## config.mk

```make
export PLATFORM = sky130hd
export DESIGN_NAME = mem_access_stage
export DESIGN_NICKNAME = d
export VERILOG_FILES = /design/src/rtl/mem_access_stage.sv
export SDC_FILE = /design/constraint.sdc
export NUM_CORES = 2
export LEC_CHECK = 0
export ABC_AREA = 1
export BUFFER_PORTS_ARGS = -buffer_cell sky130_fd_sc_hd__buf_4
export CAP_MARGIN = 25
export CORE_MARGIN = 4
export CORE_UTILIZATION = 63
export DETAILED_ROUTE_END_ITERATION = 16
export PLACE_DENSITY = 0.8
export SYNTH_ARGS = -nofsm -noshare
export SYNTH_HDL_FRONTEND = slang
export SYNTH_SLANG_ARGS = --single-unit
```

## constraint.sdc

```tcl
create_clock -name CLK -period 3.1 [get_ports CLK]
set_input_delay 0.155 -clock CLK [delete_from_list [all_inputs] [get_ports CLK]]
set_output_delay 0.155 -clock CLK [all_outputs]
set_load 0.01 [all_outputs]
```

## src/rtl/mem_access_stage.sv

```systemverilog
// MEM-stage data-memory unit: byte/half/word loads and stores against a word memory.
// Optional macro DMEM_ALIGN_CHECK_EN enables alignment-fault suppression and sticky status.
module mem_access_stage #(
    parameter int ADDR_W = 6
) (
    input  logic        CLK,
    input  logic        reset,
    input  logic        MEM_MemRd,
    input  logic        MEM_MemWr,
    input  logic [1:0]  MEM_Size,
    input  logic        MEM_Unsigned,
    input  logic [31:0] MEM_Result,
    input  logic [31:0] MEM_StoreData,
    input  logic        MEM_MemtoReg,
    input  logic        MEM_RegWr,
    input  logic [4:0]  MEM_Rw,
    output logic [31:0] MEM_MemOut,
    output logic        MEM_MemtoReg_o,
    output logic        MEM_RegWr_o,
    output logic [4:0]  MEM_Rw_o,
    output logic [31:0] MEM_Result_o,
    output logic        AlignErr,
    output logic [31:0] ErrAddr
);

    localparam int DEPTH = 1 << ADDR_W;

    logic [31:0]       mem_q [DEPTH];
    logic [ADDR_W-1:0] word_idx;
    logic [1:0]        lane;
    logic              fault;
    logic [31:0]       rd_word;
    logic [7:0]        sel_byte;
    logic [15:0]       sel_half;
    logic [31:0]       load_data;
    logic [31:0]       wr_word_d;
    logic              wr_en;

    assign word_idx = MEM_Result[ADDR_W+1:2];
    assign lane     = MEM_Result[1:0];
    assign rd_word  = mem_q[word_idx];

`ifdef DMEM_ALIGN_CHECK_EN
    logic        misaligned;
    logic        align_err_q, align_err_d;
    logic [31:0] err_addr_q, err_addr_d;

    assign misaligned = ((MEM_Size == 2'b01) && lane[0]) || (MEM_Size[1] && (lane != 2'b00));
    assign fault      = (MEM_MemRd || MEM_MemWr) && misaligned;

    // ErrAddr records only the first fault; AlignErr is sticky until reset.
    always_comb begin
        align_err_d = align_err_q;
        err_addr_d  = err_addr_q;
        if (fault) begin
            align_err_d = 1'b1;
            if (!align_err_q) err_addr_d = MEM_Result;
        end
    end

    always_ff @(posedge CLK or negedge reset) begin
        if (!reset) begin
            align_err_q <= 1'b0;
            err_addr_q  <= '0;
        end else begin
            align_err_q <= align_err_d;
            err_addr_q  <= err_addr_d;
        end
    end

    assign AlignErr = align_err_q;
    assign ErrAddr  = err_addr_q;
`else
    assign fault    = 1'b0;
    assign AlignErr = 1'b0;
    assign ErrAddr  = '0;
`endif

    // NOTE: every variable gets a default first so no path leaves it unassigned (no latch).
    always_comb begin
        sel_byte  = rd_word[{lane, 3'b000} +: 8];
        sel_half  = lane[1] ? rd_word[31:16] : rd_word[15:0];
        load_data = rd_word;
        case (MEM_Size)
            2'b00:   load_data = {{24{~MEM_Unsigned & sel_byte[7]}}, sel_byte};
            2'b01:   load_data = {{16{~MEM_Unsigned & sel_half[15]}}, sel_half};
            default: load_data = rd_word;
        endcase
        if (!MEM_MemRd || fault) load_data = '0;
    end

    // Merge the store lanes into the current word; unaddressed lanes keep old contents.
    always_comb begin
        wr_word_d = rd_word;
        case (MEM_Size)
            2'b00: wr_word_d[{lane, 3'b000} +: 8] = MEM_StoreData[7:0];
            2'b01: begin
                if (lane[1]) wr_word_d[31:16] = MEM_StoreData[15:0];
                else         wr_word_d[15:0]  = MEM_StoreData[15:0];
            end
            default: wr_word_d = MEM_StoreData;
        endcase
    end

    assign wr_en = MEM_MemWr && !fault;

    // NOTE: the memory is cleared by reset, so it is a register array rather than a RAM macro;
    // state is updated with non-blocking assignments so all flops sample pre-edge values.
    always_ff @(posedge CLK or negedge reset) begin
        if (!reset) begin
            for (int i = 0; i < DEPTH; i++) mem_q[i] <= '0;
        end else if (wr_en) begin
            mem_q[word_idx] <= wr_word_d;
        end
    end

    assign MEM_MemOut     = load_data;
    assign MEM_MemtoReg_o = MEM_MemtoReg;
    assign MEM_RegWr_o    = MEM_RegWr && !(fault && MEM_MemRd);
    assign MEM_Rw_o       = MEM_Rw;
    assign MEM_Result_o   = MEM_Result;

endmodule
```

==> results.ini <==
[power]
vdd_drop_max_v=0.000553
p_sw_mw=18.3
p_leak_nw=61.2
power_density_nw_per_um2=586
p_clk_share_pct=38.9
seq_power_share_pct=47.7
swShare_pct=27.9
internal_power_mw=47.3
combPwrFrac_pct=13.4

[yosys]
synth_top_cell_area_share_pct=53.8
synthAdderAreaFrac_pct=0.0657
synth_top_area_cell=dfrtp_1
yosys_warnings=0
async_flop_share_pct=100
yosys-mux-area-fraction_pct=0
synth_area_leaders=dfrtp_1, nand2_1, clkbuf_1
synth_seq_area_share_pct=53.8
synthDistinctLibCells=36
synth_compound_area_share_pct=4.84
synth_flop_cell=dfrtp_1
synth.avg_cell_area_um2=7.43
synth_top_family_by_area=simple AND/OR/NAND/NOR gates
synthesis.area_um2=95300
ys_ff_latch=2048
synth_cells=12800
synth_xor_xnor_area_share_pct=0
synth_edf_count=0
synth_simple_gate_area_share_pct=35.8

[floorplanning]
io_pins=182
num_rows=142
die_area_um2=157000
die_x_um=397
fp.coreArea_um2=150000
initial_core_util_pct=63.5
die_h_um=397

[outcome]
violations=setup timing
outcome=complete, but fails checks

[clock_network]
htreeDepth=4
clockRootBuffer=clkbuf_16
numCtsBuffers=203
clock_path_buffers=3
insertion_delay_ns=0.87
cts_num_sinks=2048
cts_tree=built
clk_pin_slew_worst_paths_ns=0.07

[place]
postPlaceCellArea_um2=104000
gp_congestion=0.979
port_buffers=86
hpwlAfterDp_um=234000

[cells_and_area]
multiInputGateArea_um2=40500
fin_area_um2=112000
register_area_um2=51200
layout-area-overhead-vs-synth_pct=17.6
largest_reg_flops=2048
final_common_cell=nand2_1
final_cell_mix=nand2_1, dfrtp_1, buf_4
drive_gt1_share_pct=12.1
largest-register=mem_q
final.fill_count=10800
largestRegisters=mem_q (2048)
nets=13200

[setup_path]
reg2reg_depth=22
crit_path_start_kind=primary input
slowest_stage=a22oi_1
r2r_slack_ns=0.24
r2r_start=mem_q[1423]
critPathKind=in2out
required_ns=2.94
worst-path-max-fanout=21
slowest_delay_ns=0.27
r2r-end=mem_q[2031]
worstPathCellList=buf_4, inv_2, nand2_1, nor2_4, buf_12, buf_12, buf_4, buf_4, a22oi_1, nand3_1, o21ai_2, nand2_1, nor2_1, nand2_2, buf_4, nor2_1, nor2_4, buf_6
path_buf_inv=8
endpoint_kind=output pin
cp.arrival_ns=3.11
critical-path-top-delay-family=simple AND/OR/NAND/NOR gates
cp_common_cell=buf_4

[route]
drc_errors=0
viasPerCell=6.18
dr.pass1.iters=7
vias=94300
route.detailed.wl_per_inst_um=24.2
drt_wl_total_um=369000
postRouteAntennaNets=0
drt_iter0_markers=13900

[min_path]
whs_path_depth=6
min_path_type=in2reg
hp-start=MEM_StoreData[21]
hold_path_end=mem_q[693]

[timing]
setup_ws_ns=-0.162
slew_violations=0
setup_violations=30
clock.fmax_ghz=0.307
relSlewSlack_pct=30.9
rsz0062_at_grt=true
hold_violations=0
post-route-period-util_pct=105
clock_skew_ns=0.0392
max_slew.worst_pin.slew_ns=1.04
timing.hold.ws_ns=0.0553
fin_crit_ns=3.26

[global_route]
grt.total_usage_pct=46.6
grt_pass1_vias=93500
gr-total-overflow=0
antenna_found_initial=17
grt_pass1_wl_um=558000
grt_max_degree=133

[job]
maxCapViolCount=0

==> power by group through the flow <==
| stage | sequential (mW) | combinational [mW] | clock [mW] |
|---|---|---|---|
| 2_1_floorplan | 31.2 | 4.62 | 0 |
| 3_3_place_gp | 31.5 | 7.80 | 0 |
| 3_5_place_dp | 31.6 | 8.10 | 0 |
| 4_1_cts | 31.2 | 8.41 | 25.4 |
| 5_1_grt | 31.6 | 9.49 | 26.6 |
| 6_report | 31.3 | 8.77 | 25.5 |
==> worst min-delay path: stages <==
cell and delay, ns:
buf_4 0.08, nand2_1 0.13, nand3_4 0.16, buf_12 0.20
nand2_1 0.08, nand2_1 0.07
==> logic make-up (layout without fill, tap and decap cells) <==
kind of cell / after synthesis / after routing
fa+ha+maj: 5 / 5
compound gates: 766 / 766
flops: 2048 / 2048
buf+inv: 1205 / 1587
other cells: 1 / 43
simple gates: 8794 / 8794
==> per-layer routing <==
layer / global-route usage, % / vias to the layer above / wire, µm
met4: 28.8 / 16 / 27800
met5: 0 / - / 96
met1: 60.1 / 44600 / 127000
met3: 19.9 / 1837 / 64800
li1: - / 40000 / -
met2: 65.0 / 7809 / 150000
==> cells in the mapped netlist, types with 3 or more instances <==
cell,number
nor2_2,6
a31oi_1,8
buf_2,335
a211oi_1,3
a21boi_0,11
a22oi_1,248
nand3_2,11
nand3_1,200
nand3b_1,4
clkinv_1,4
buf_1,22
a21oi_1,68
nand2_1,8083
o2bb2ai_1,4
clkbuf_1,500
nor2_1,188
a22o_1,15
nand4_1,261
inv_1,240
nor3_2,3
nand2_2,15
o21ai_1,60
buf_4,76
a21boi_1,4
dfrtp_1,2048
inv_2,28
nor3_1,21
ha_1,5
o21ai_0,332
o211ai_1,8
o22ai_1,3
==> how the worst max path moves through the flow <==
stage / start / endpoint / slack [ns] / depth (start not counted)
after floorplan: MEM_Result[1] / mem_q[615] / 0.24 / 13
after global placement: MEM_Result[4] / mem_q[450] / -0.41 / 18
after detailed placement: MEM_Result[4] / mem_q[258] / -0.49 / 18
after CTS: mem_q[1655] / MEM_MemOut[31] / -0.11 / 20
after global routing: mem_q[479] / MEM_MemOut[26] / -0.22 / 18
final: MEM_Result[4] / MEM_MemOut[18] / -0.16 / 18
==> what timing repair did <==
item                                     CTS  global route
cloned                                     1             0
pin swaps                                 39            46
setup buffers                             25            10
endpoints found under the setup margin    32            32
hold endpoints to repair                1223             0
resized for setup                        278           109
hold buffers                               8             0
==> metrics by stage <==
stage / setup TNS [ns] / power (mW) / cells / utilization, % / setup WS (ns)
3_5_place_dp: -241.78 / 39.7 / 14800 / 69.0 / -0.489
6_report: -2.60 / 65.6 / 15300 / 74.6 / -0.162
3_3_place_gp: -188.09 / 39.3 / 14800 / 69.0 / -0.412
4_1_cts: -1.57 / 65.1 / 15200 / 74.3 / -0.113
5_1_grt: -5.52 / 67.7 / 15200 / 74.6 / -0.224
2_1_floorplan: 0 / 35.8 / 12900 / - / 0.237
==> cell type report <==
class / count / area share, %
Antenna cell: 10 / 0.0223
Clock buffer: 311 / 5.43
Clock inverter: 53 / 0.673
Inverter: 272 / 0.927
Multi-Input combinational cell: 9598 / 36.1
Sequential cell: 2048 / 45.7
Tap cell: 2016 / 2.25
Timing Repair Buffer: 951 / 8.83
(Power assumes the default switching activity.)
